$ cat config.mk
export PLATFORM = sky130hd
export DESIGN_NAME = spi_master
export DESIGN_NICKNAME = d
export VERILOG_FILES = /design/src/rtl/spi_pkg.sv /design/src/rtl/spi_tick_gen.sv /design/src/rtl/spi_master.sv
export SDC_FILE = /design/constraint.sdc
export NUM_CORES = 1
export LEC_CHECK = 0
export BUFFER_PORTS_ARGS = -buffer_cell sky130_fd_sc_hd__buf_4
export CORE_MARGIN = 1.5
export CORE_UTILIZATION = 44
export CTS_CLUSTER_DIAMETER = 50
export CTS_CLUSTER_SIZE = 30
export DETAILED_ROUTE_END_ITERATION = 8
export MAX_ROUTING_LAYER = met4
export PLACE_DENSITY = 0.62
export SETUP_SLACK_MARGIN = 0.5
export SLEW_MARGIN = 20
export SYNTH_ARGS = -nofsm -noshare
export SYNTH_HDL_FRONTEND = slang
export SYNTH_SLANG_ARGS = --single-unit
$ cat constraint.sdc
create_clock -name clk -period 7 [get_ports clk]
set_input_delay 1.4 -clock clk [delete_from_list [all_inputs] [get_ports clk]]
set_output_delay 1.4 -clock clk [all_outputs]
set_load 0.05 [all_outputs]
$ cat src/rtl/spi_pkg.sv
// Shared definitions for the SPI master: frame layout, field positions and FSM states.
// The frame helper is the single place where the 40-bit frame layout is assembled.
package spi_pkg;

  localparam int FRAME_BITS = 40;
  localparam int ADDR_BITS  = 7;
  localparam int DATA_BITS  = 32;

  // Header field positions inside the frame (MSB is shifted out first)
  localparam int RW_POS   = 39;
  localparam int ADDR_MSB = 38;
  localparam int ADDR_LSB = 32;
  localparam int DATA_MSB = 31;
  localparam int DATA_LSB = 0;

  typedef enum logic [2:0] {
    IDLE   = 3'd0,
    SETUP  = 3'd1,
    SCK_HI = 3'd2,
    SCK_LO = 3'd3,
    HOLD   = 3'd4,
    GAP    = 3'd5
  } spi_state_e;

  // Reads carry an all-zero data field
  function automatic logic [FRAME_BITS-1:0] build_frame(
    input logic                 rw,
    input logic [ADDR_BITS-1:0] addr,
    input logic [DATA_BITS-1:0] wdata
  );
    build_frame = {rw, addr, (rw ? wdata : {DATA_BITS{1'b0}})};
  endfunction

endpackage

$ cat src/rtl/spi_tick_gen.sv
// Half-period timer: reloads CLK_DIV-1 on restart, counts down to zero and holds there.
// tick is high while the count is zero, i.e. on the last cycle of the current state.
module spi_tick_gen #(
  parameter int unsigned CLK_DIV = 4
) (
  input  logic clk,
  input  logic reset,
  input  logic restart,
  output logic tick
);

  localparam logic [7:0] RELOAD = 8'(CLK_DIV - 1);

  logic [7:0] cnt;

  always_ff @(posedge clk) begin
    if (reset) begin
      cnt <= 8'd0;
    end else if (restart) begin
      cnt <= RELOAD;
    end else if (cnt != 8'd0) begin
      cnt <= cnt - 8'd1;
    end
  end

  assign tick = (cnt == 8'd0);

endmodule

$ cat src/rtl/spi_master.sv
// SPI mode-0 master issuing 40-bit frames {rw, addr[6:0], data[31:0]}, MSB first.
// All outputs are registered; the state is exported on dbg_state for checkers.
module spi_master
  import spi_pkg::*;
#(
  parameter int unsigned CLK_DIV = 4
) (
  input  logic                 clk,
  input  logic                 reset,
  input  logic                 start,
  input  logic                 rw,
  input  logic [ADDR_BITS-1:0] addr,
  input  logic [DATA_BITS-1:0] wdata,
  output logic                 busy,
  output logic                 done,
  output logic [DATA_BITS-1:0] rdata,
  output logic                 spi_clk,
  output logic                 spi_cs,
  output logic                 spi_mosi,
  input  logic                 spi_miso,
  output spi_state_e           dbg_state
);

  localparam logic [5:0] LAST_BIT = 6'(FRAME_BITS);

  // Request handshake: start acts as valid and !busy as ready. A start seen
  // while busy is high is dropped, never queued; done marks frame completion.

  spi_state_e            state;
  logic                  tick;
  logic                  restart;
  logic                  rw_q;
  logic [5:0]            bit_cnt;
  logic [FRAME_BITS-2:0] tx_sr;
  logic [DATA_BITS-1:0]  rx_sr;
  logic [FRAME_BITS-1:0] frame;

  assign frame     = build_frame(rw, addr, wdata);
  assign dbg_state = state;

  // Every non-idle state ends on tick, so the timer reloads on each state entry.
  assign restart = (state == IDLE) ? start : tick;

  spi_tick_gen #(
    .CLK_DIV (CLK_DIV)
  ) u_tick_gen (
    .clk     (clk),
    .reset   (reset),
    .restart (restart),
    .tick    (tick)
  );

  always_ff @(posedge clk) begin
    if (reset) begin
      state    <= IDLE;
      busy     <= 1'b0;
      done     <= 1'b0;
      rdata    <= '0;
      spi_clk  <= 1'b0;
      spi_cs   <= 1'b1;
      spi_mosi <= 1'b0;
      rw_q     <= 1'b0;
      bit_cnt  <= '0;
      tx_sr    <= '0;
      rx_sr    <= '0;
    end else begin
      done <= 1'b0;
      case (state)
        IDLE: begin
          if (start) begin
            state    <= SETUP;
            busy     <= 1'b1;
            spi_cs   <= 1'b0;
            rw_q     <= rw;
            spi_mosi <= frame[RW_POS];
            tx_sr    <= frame[FRAME_BITS-2:0];
            bit_cnt  <= '0;
          end
        end
        SETUP: begin
          if (tick) begin
            state   <= SCK_HI;
            spi_clk <= 1'b1;
            bit_cnt <= bit_cnt + 6'd1;
            rx_sr   <= {rx_sr[DATA_BITS-2:0], spi_miso};
          end
        end
        SCK_HI: begin
          // Falling edge: present the next bit; zeros trail in after the last one
          if (tick) begin
            state    <= SCK_LO;
            spi_clk  <= 1'b0;
            spi_mosi <= tx_sr[FRAME_BITS-2];
            tx_sr    <= {tx_sr[FRAME_BITS-3:0], 1'b0};
          end
        end
        SCK_LO: begin
          if (tick) begin
            if (bit_cnt == LAST_BIT) begin
              state <= HOLD;
            end else begin
              // The 32-bit receive register lets the header bits fall off the top
              state   <= SCK_HI;
              spi_clk <= 1'b1;
              bit_cnt <= bit_cnt + 6'd1;
              rx_sr   <= {rx_sr[DATA_BITS-2:0], spi_miso};
            end
          end
        end
        HOLD: begin
          if (tick) begin
            state    <= GAP;
            spi_cs   <= 1'b1;
            spi_mosi <= 1'b0;
            done     <= 1'b1;
            if (!rw_q) begin
              rdata <= rx_sr;
            end
          end
        end
        GAP: begin
          if (tick) begin
            state <= IDLE;
            busy  <= 1'b0;
          end
        end
        default: begin
          state <= IDLE;
        end
      endcase
    end
  end

endmodule

* Word-level counts from Yosys, hierarchy flattened
Index checks and enable logic that the tools add are counted.
** Operators by class
- Bitwise operators :: 2
- Multiplexer cells :: 37
- Add/sub/neg operators :: 2
- Reduce and logical (&&, ||, !) cells :: 23
- Equality and inequality tests :: 13
** Operators with widths (number)
- 32-bit 2-to-1 mux :: 4
- 39-bit 2-to-1 mux :: 2
- 39-bit one-hot mux with 2 select lines :: 1
- 32-bit one-hot mux with 2 select lines :: 1
- 6-bit 2-to-1 mux :: 4
- 3-bit 2-to-1 mux :: 7
- 3-bit one-hot mux with 6 select lines :: 1
- 6-bit one-hot mux with 3 select lines :: 1
- 2-bit inequality test (second input constant) :: 7
- 3-bit AND reduction :: 4
- 1-bit 2-to-1 mux :: 10
- 5-bit AND reduction :: 2
- 2-bit nonzero test :: 5
- 3-bit nonzero test :: 3
- 8-bit logical NOT :: 1
- 4-bit AND reduction :: 2
- 8-bit nonzero test :: 1
- 8-bit by 1-bit subtractor with 8-bit output (second input constant) :: 1
- 6-bit by 1-bit adder with 6-bit output (second input constant) :: 1
- 3-bit by 2-bit equality test with 1-bit output (second input constant) :: 2
- 3-bit equality test (second input constant) :: 2
- 6-bit equality test (second input constant) :: 1
- 1-bit one-hot mux with 3 select lines :: 2
- 6-bit AND reduction :: 1
- 7 further kinds :: 11
** Storage, ports and cells
- Output and inout bits :: 40
- Word-level logic and storage cells :: 90
- Register bits :: 126
- Bits of input ports :: 44

* Depth between registers and ports, before layout
Gate-level depths: netlist of the first run.
- Word-level depth :: 4
- Gate-level depth with buffers :: 8
- Depth with buffers taken out :: 6

* Cells and area by module
A second synthesis of the first run with hierarchy kept.
** Second synthesis, totals
- Cells, all modules :: 622
- Area, all modules :: 5207.5 um^2
** Modules (own cells, without submodules)
- spi_master :: area an instance 4778.3 um^2, sequential area each 2362.3 um^2, instances 1, cells each 572
- spi_tick_gen :: area an instance 429.2 um^2, sequential area each 160.2 um^2, instances 1, cells each 50

* Least setup slack after synthesis of the first run
OpenSTA, ideal clock, no wires.
- Kind :: input to register
- Start point :: in start
- End point :: reg tx_sr[18]
- Stages on the path :: 5
- Path buffers :: 2
- Data required time :: 6.867 ns
- Data arrival time :: 2.750 ns
- Slack :: 4.117 ns
- Library setup time :: 0.133 ns
- Cells stage by stage :: or4b_2 o31ai_2 clkbuf_1 buf_2 a311oi_1
** Between the ends
- Word-level cells in the longest chain between the ends :: 2
** Ends and longest elaborated chain
- from (decl) :: line spi_master.sv:10 : input logic start,
- 2-bit inequality test (no line)
- 3-bit AND reduction (no line)
- to (signal assigned) :: line spi_master.sv:76 : tx_sr <= frame[FRAME_BITS-2:0];
- to (signal assigned) :: line spi_master.sv:94 : tx_sr <= {tx_sr[FRAME_BITS-3:0], 1'b0};
- to (decl) :: line spi_master.sv:34 : logic [FRAME_BITS-2:0] tx_sr;
No other way between the ends.
A chain may end at the register's enable or synchronous reset.

* Worst setup path after layout of the first run
- Start point :: in start
- End point :: reg tx_sr[33]
The elaborated chain is that of the path after synthesis.

==> results.tsv, run 1 <==
stage	metric	value	unit
status	outcome	finished clean	
floorplanning	Die Ht	111	um
route	Via Count	4617	
clock_network	Clock Pin Slew Worst Setup and Hold Paths	0.06	ns
logic_synthesis	syn_area_per_cell	7.91	um2
place	hpwl dp	7220	um
timing	RSZ-0062 raised after global routing	no	
worst_setup_path	crit path cell chain	buf_4 -> or4b_2 -> o31ai_4 -> buf_4 -> nor2_1 -> a311oi_1	
logic_synthesis	Synth Area in Simple Gates	25.8	%
cells_and_area	diode count	0	
worst_setup_path	crit end category	flop	
worst_setup_path	r2r setup slk	4.01	ns
logic_synthesis	top post-synthesis cells by count	180 x nand2_1, 126 x dfxtp_1, 83 x a21oi_1	
worst_setup_path	CP peak stage delay	0.68	ns
logic_synthesis	Post-Synth Adder-Cell Area	0.726	%
floorplanning	Rows	39	
pwr	PD cells	380	mW/mm2
pwr	Max VDD drop	0.250	mV
logic_synthesis	synth top area cells	dfxtp_1 49%, nand2_1 13%, a21oi_1 8.0%	
place	Cells after DPL	829	
cells_and_area	Util after Layout	56.0	%
timing	skew final	0.00506	ns
grt	largest net degree at the start of global routing	89	
pwr	Total Power	0.00243	W
timing	setup TNS	0	ns
worst_setup_path	CP bufs+invs	2	
worst_setup_path	crit-path max FO	77	
place	GP Congestion	0.835	
logic_synthesis	Synth cell types	49	
logic_synthesis	post-synth top area cell	dfxtp_1	
grt	met1 Use GR	24.5	%
route	total wire length	11800	um
clock_network	CTS Sinks	126	
cells_and_area	Final nets	752	
cells_and_area	share of layout cells above drive strength 1	17.8	%
clock_network	clk_lat worst skew	0.41	ns
pwr	sequential power share	37.3	%
floorplanning	die width	111	um
timing	fmax	0.331	GHz
place	I/O Buffers	83	
logic_synthesis	Synth top area share	48.8	%
logic_synthesis	number of synthesized register bits	126	
clock_network	CTS root buf	clkbuf_16	
timing	fin. max-slew vios	0	
worst_setup_path	delay-heaviest family, CP	simple AND/OR/NAND/NOR gates	
timing	Final Setup Violations	0	
grt	GR Layer Usage met3	5.06	%
grt	layer with the highest usage	met2	
grt	Remaining Overflow, GRT	0	
pwr	P_int	0.00161	W
grt	vias in the first global route	4317	
pwr	Leak Pwr	2.36	nW
floorplanning	# IOs	84	
grt	met2 usage	32.2	%
logic_synthesis	largest family of logic cells by synthesized area	simple AND/OR/NAND/NOR gates	
logic_synthesis	ys flop type	dfxtp_1	
pwr	Psw	0.000819	W
logic_synthesis	Post-Syn Area	0.00517	mm2
worst_setup_path	slowest stage cell, crit path	or4b_2	
route	Post-DRT Antenna Nets	0	
worst_setup_path	Startpoint Class	input port	
logic_synthesis	Mapped Cells	653	
logic_synthesis	Post-synth EDFFs	0	
grt	Overall Global Routing Usage	20.4	%
pwr	Logic pwr share	26.6	%
clock_network	H-Tree Depth	4	
floorplanning	die area	0.0124	mm2
pwr	clock power share	36.1	%
route	first-iteration detailed-routing DRC count	233	
clock_network	Post-CTS Setup Bufs	0	
worst_setup_path	Crit Path Class	input port to flop	
logic_synthesis	most frequent cell after synthesis	nand2_1	
min_path	worst hold path class	flop to flop	
grt	first-pass GRT wire length	20200	um
timing	Fin. Hold Viols	0	
logic_synthesis	FFs w/ async S/R, synth	0	%
route	DR DRC count	0	
cells_and_area	area grow syn2layout	23.8	%
clock_network	Clock Tree Buf Depth	2	
timing	Tcrit/Tclk final	43.1	%
job	maxcap violations	0	
worst_setup_path	Worst Path Required	7.31	ns
logic_synthesis	mux contribution to synthesized area	0.194	%
grt	initial antenna violation count	0	
route	drt first pass iters	5	
cells_and_area	Final Non-Filler Cells	861	
logic_synthesis	yosys warns	0	
route	post-DR vias/cell	5.36	
logic_synthesis	post-synth net total	700	
logic_synthesis	register area share after synthesis	48.8	%
clock_network	CTS tree	yes	
worst_setup_path	CP dominant cell by count	buf_4	
timing	worst rel slew slack	32.1	%
clock_network	total CTS buffers	17	
clock_network	CTS Hold Buffers Added	0	
timing	Min Clock Period, post-route	3.02	ns
pwr	switching share of power	33.7	%
route	WL/cell	13.7	um
logic_synthesis	Compound-Gate Fraction of Synth Area	18.6	%
worst_setup_path	Arrival @ worst endpoint	3.33	ns
logic_synthesis	XOR/XNOR share of the synthesized area	1.02	%
clock_network	Gates resized, CTS repair	0	
floorplanning	Core ar.	0.0114	mm2
timing	actual slew at the worst max-slew pin	1.02	ns
floorplanning	initial core utilization	45.3	%
==> cell usage in the layout, fill, tap and decap left out, drive strengths merged, types with 6 or more instances in the layout <==
| cell type | netlist | layout |
|---|---|---|
| nor3 | 7 | 7 |
| a311oi | 40 | 40 |
| dfxtp | 126 | 126 |
| clkbuf | 45 | 20 |
| nand2 | 180 | 180 |
| a21oi | 83 | 83 |
| nor2 | 56 | 56 |
| buf | 11 | 89 |
| nand3 | 33 | 33 |
| o21ai | 8 | 8 |
| clkinv | 0 | 7 |
| inv | 6 | 6 |
==> registers in the layout, indices dropped and copies added (netlist names) <==
register	cells
tx_sr	39
spi_cs	1
u_tick_gen.cnt	8
rw_q	1
bit_cnt	6
rx_sr	32
rdata	32
spi_clk	1
dbg_state	3
done	1
spi_mosi	1
busy	1
==> layer usage <==
| metal | vias up | part of all wire [%] |
|---|---|---|
| li1 | 2368 | - |
| met1 | 2151 | 47 |
| met2 | 85 | 48 |
| met3 | 13 | 3.7 |
| met4 | 0 | 1.3 |
| met5 | - | 0 |
==> logic make-up after synthesis <==
group                      count (synthesis)
adders and majority gates                  3
xor gates and xnor gates                   6
muxes                                      1
AOI/OAI and AO/OA                        147
buffers and inverters                     62
DFF                                      126
and+or+nand+nor                          308
==> layout make-up <==
cell class,instances,area [um2]
clock buffers,20,447
clock inverters,12,144
fillers,1100,5020
inverters,6,22.5
multi-input cells,465,2410
flip-flops and latches,126,2520
well taps,143,179
repair buffers,89,668
==> path summary, 6_finish.rpt <==
path | depth (start not counted) | start | to
min reg2reg | 2 | rdata[5]$_SDFFE_PP0P_ | rdata[5]$_SDFFE_PP0P_
min | 2 | rdata[5]$_SDFFE_PP0P_ | rdata[5]$_SDFFE_PP0P_
max | 6 | start | tx_sr[33]$_SDFFE_PP0P_
max reg2reg | 5 | dbg_state[1]$_SDFFE_PP0P_ | tx_sr[33]$_SDFFE_PP0P_
==> metrics by stage <==
step / hold WS, ns / setup slack (ns) / cell area (um2)
3_5_place_dp: 0.449 / 3.61 / 5800
2_1_floorplan: 0.432 / 4.12 / 5170
4_1_cts: 0.457 / 4.04 / 6390
5_1_grt: 0.470 / 3.81 / 6400
6_report: 0.453 / 3.98 / 6400
3_3_place_gp: 0.444 / 3.68 / 5800
==> worst min-delay path, cell delays in order (launching register included) <==
cell and delay [ns]:
dfxtp_1 0.31, nand2_1 0.05, a21oi_1 0.05
==> power groups by stage <==
| stage | clock network (W) | logic (W) | registers [W] |
|---|---|---|---|
| floorplan | 0 | 0.000473 | 0.000928 |
| global placement | 0 | 0.000628 | 0.000914 |
| detailed placement | 0 | 0.000642 | 0.000918 |
| CTS | 0.000893 | 0.000647 | 0.000905 |
| global route | 0.000931 | 0.000722 | 0.000920 |
| finish | 0.000876 | 0.000647 | 0.000906 |
No activity file was read; power rests on OpenSTA's default activity.
==> run 2, diff against run 1 <==
Clock period 7 ns to 3 ns, I/O delays scaled along.
==> run 2 against run 1 <==
Effect of this change: first-iteration DRC count increased by 21%; clock skew increased by 0.0068 ns; via count increased by 1.6%; clock power increased to 2.5 times the previous value; count of clock-buffer cells in the layout decreased by 3; global-route usage about the same; combinational power increased by 150%; highest routed layer unchanged.
==> results.tsv, run 2 (synthesized netlist as in run 1, its figures left out) <==
stage	metric	value	unit	change
status	outcome	finished clean		unchanged
worst_setup_path	slowest stage cell, crit path	or3b_4		was or4b_2
clock_network	Clock Tree Buf Depth	2		unchanged
clock_network	Clock Pin Slew Worst Setup and Hold Paths	0.06	ns	about the same
floorplanning	Core ar.	0.0114	mm2	unchanged
route	WL/cell	13.6	um	was 13.7 um
timing	fmax	0.420	GHz	
cells_and_area	Final Non-Filler Cells	871		was 861
worst_setup_path	Worst Path Required	3.35	ns	was 7.31 ns
pwr	Leak Pwr	2.44	nW	was 2.36 nW
timing	actual slew at the worst max-slew pin	0.711	ns	was 1.02 ns
min_path	Hold EP	rx_sr[0]$_SDFFE_PP0P_		was rdata[5]$_SDFFE_PP0P_
timing	worst rel slew slack	52.0	%	was 32.1%
grt	largest net degree at the start of global routing	54		was 89
route	Post-DRT Antenna Nets	0		unchanged
route	total wire length	11900	um	was 11800 um
timing	Tcrit/Tclk final	79.3	%	
worst_setup_path	crit path cell chain	inv_1 -> ha_1 -> or3b_4 -> a2111oi_4 -> buf_4 -> or3b_1 -> a21oi_1		was buf_4 -> or4b_2 -> o31ai_4 -> buf_4 -> nor2_1 -> a311oi_1
worst_setup_path	delay-heaviest family, CP	simple AND/OR/NAND/NOR gates		unchanged
cells_and_area	area grow syn2layout	26.6	%	was 23.8%
cells_and_area	most common cell after layout, fill and taps aside	nand2_1		unchanged
floorplanning	Rows	39		unchanged
timing	Fin. Hold Viols	0		unchanged
route	DR DRC count	0		unchanged
clock_network	CTS Sinks	126		unchanged
clock_network	CTS tree	yes		unchanged
worst_setup_path	Arrival @ worst endpoint	2.73	ns	was 3.33 ns
pwr	Max VDD drop	0.849	mV	was 0.250 mV
worst_setup_path	crit end category	flop		unchanged
grt	Remaining Overflow, GRT	0		unchanged
grt	vias in the first global route	4429		was 4317
min_path	WHS Path Cells	3		was 2
timing	Min Clock Period, post-route	2.38	ns	
place	Cells after DPL	837		was 829
clock_network	total CTS buffers	17		unchanged
worst_setup_path	capturing point of the worst reg2reg path	bit_cnt[3]$_SDFFE_PP0P_		was tx_sr[33]$_SDFFE_PP0P_
job	maxcap violations	0		unchanged
cells_and_area	final instance area	0.00654	mm2	was 0.00640 mm2
cells_and_area	commonest non-fill, non-tap cells in the layout	180 x nand2_1, 126 x dfxtp_1, 98 x buf_4		was 180 x nand2_1, 126 x dfxtp_1, 89 x buf_4
timing	setup TNS	0	ns	unchanged
route	post-DR vias/cell	5.39		was 5.36
worst_setup_path	r2r setup slk	0.62	ns	was 4.01 ns
worst_setup_path	crit-path max FO	14		was 77
route	drt first pass iters	5		unchanged
worst_setup_path	r2r worst-path depth	7		was 5
worst_setup_path	Crit Path Class	flop to flop		was input port to flop
floorplanning	die width	111	um	unchanged
worst_setup_path	Startpoint Class	flop		was input port
grt	initial antenna violation count	0		unchanged
floorplanning	Die Ht	111	um	unchanged
floorplanning	# IOs	84		unchanged
clock_network	CTS root buf	clkbuf_16		unchanged
worst_setup_path	CP peak stage delay	0.48	ns	was 0.68 ns
place	Cell Area, Placed	0.00588	mm2	was 0.00580 mm2
timing	skew final	0.0119	ns	was 0.00506 ns
cells_and_area	share of layout cells above drive strength 1	19.4	%	was 17.8%
grt	Overall Global Routing Usage	20.4	%	about the same
timing	fin. max-slew vios	0		unchanged
worst_setup_path	CP bufs+invs	2		unchanged
timing	RSZ-0062 raised after global routing	no		unchanged
cells_and_area	largest registers	tx_sr: 39 flops, rdata: 32 flops, rx_sr: 32 flops		unchanged
place	hpwl dp	7560	um	was 7220 um
grt	first-pass GRT wire length	20300	um	was 20200 um
place	GP Congestion	0.840		was 0.835
timing	Final Setup Violations	0		unchanged
clock_network	clk_lat worst skew	0.43	ns	was 0.41 ns
floorplanning	die area	0.0124	mm2	unchanged
route	Via Count	4693		was 4617
cells_and_area	Final nets	762		was 752
min_path	worst hold path class	input port to flop		was flop to flop
min_path	hold_sp	spi_miso		was rdata[5]$_SDFFE_PP0P_
cells_and_area	diode count	0		unchanged
worst_setup_path	start of the worst register-to-register path	u_tick_gen.cnt[0]$_SDFFE_PP0P_		was dbg_state[1]$_SDFFE_PP0P_
pwr	PD cells	906	mW/mm2	was 380 mW/mm2
clock_network	H-Tree Depth	4		unchanged
place	I/O Buffers	83		unchanged
floorplanning	initial core utilization	45.3	%	unchanged
cells_and_area	fillers	1103		was 1100
cells_and_area	max reg flops	39		unchanged
cells_and_area	Biggest register	tx_sr		unchanged
route	first-iteration detailed-routing DRC count	283		was 233
## run 2: through the flow
stage / worst slack, ns / util [%] / hold slack [ns] / total power [W]
floorplan: 0.645 / - / 0.432 / 0.00327
global placement: 0.582 / 51.5 / 0.444 / 0.00365
detailed placement: 0.438 / 51.5 / 0.449 / 0.00369
CTS: 0.574 / 57.3 / 0.427 / 0.00595
global route: 0.505 / 57.3 / 0.445 / 0.00625
finish: 0.621 / 57.3 / 0.441 / 0.00593
## run 2: worst max-delay path by stage
stage,from,end,slack [ns],cells past startpoint
after floorplan,dbg_state[1]$_SDFFE_PP0P_,tx_sr[18]$_SDFFE_PP0P_,0.65,6
after global placement,u_tick_gen.cnt[0]$_SDFFE_PP0P_,rx_sr[18]$_SDFFE_PP0P_,0.58,6
after detailed placement,u_tick_gen.cnt[0]$_SDFFE_PP0P_,tx_sr[7]$_SDFFE_PP0P_,0.44,7
after CTS,u_tick_gen.cnt[2]$_SDFFE_PP0P_,bit_cnt[3]$_SDFFE_PP0P_,0.57,5
after global routing,u_tick_gen.cnt[0]$_SDFFE_PP0P_,bit_cnt[3]$_SDFFE_PP0P_,0.50,7
final,u_tick_gen.cnt[0]$_SDFFE_PP0P_,bit_cnt[3]$_SDFFE_PP0P_,0.62,7
## run 2: worst min-delay path: stages
cell and delay, ns:
buf_4 0.11, nand2_1 0.05, a21oi_1 0.05
## run 2: where the power goes
group / internal, W / switching, W / total [W] / leakage, nW
Clock: 0.00147 / 0.000759 / 0.00223 / 0.309
Sequential: 0.00191 / 0.000182 / 0.00209 / 1.03
Combinational: 0.000606 / 0.00100 / 0.00161 / 1.10
## run 2: area by class of cell
| type | count | area (um2) | area share (%) |
|---|---|---|---|
| inverters | 6 | 22.5 | 0.344 |
| clock buffers | 17 | 425 | 6.50 |
| flip-flops and latches | 126 | 2520 | 38.5 |
| well taps | 143 | 179 | 2.73 |
| repair buffers | 99 | 756 | 11.5 |
| multi-input cells | 465 | 2420 | 37.0 |
| clock inverters | 15 | 219 | 3.35 |
## run 2: metal layers
layer	share of wire (%)	vias up	GRT usage [%]
met2	49	80	31.9
met5	0	-	-
met3	3.8	15	5.39
met1	46	2216	25.0
met4	1.5	0	8.44
li1	-	2382	-
## run 2: what timing repair did
| item | in CTS | in global routing |
|---|---|---|
| hold endpoints to repair | 0 | 0 |
| resized for setup | 2 | 1 |
| hold buffers | 0 | 0 |
| endpoints found under the setup margin | 33 | 1 |
| pin swaps | 1 | 0 |
| buffers inserted | 2 | 0 |
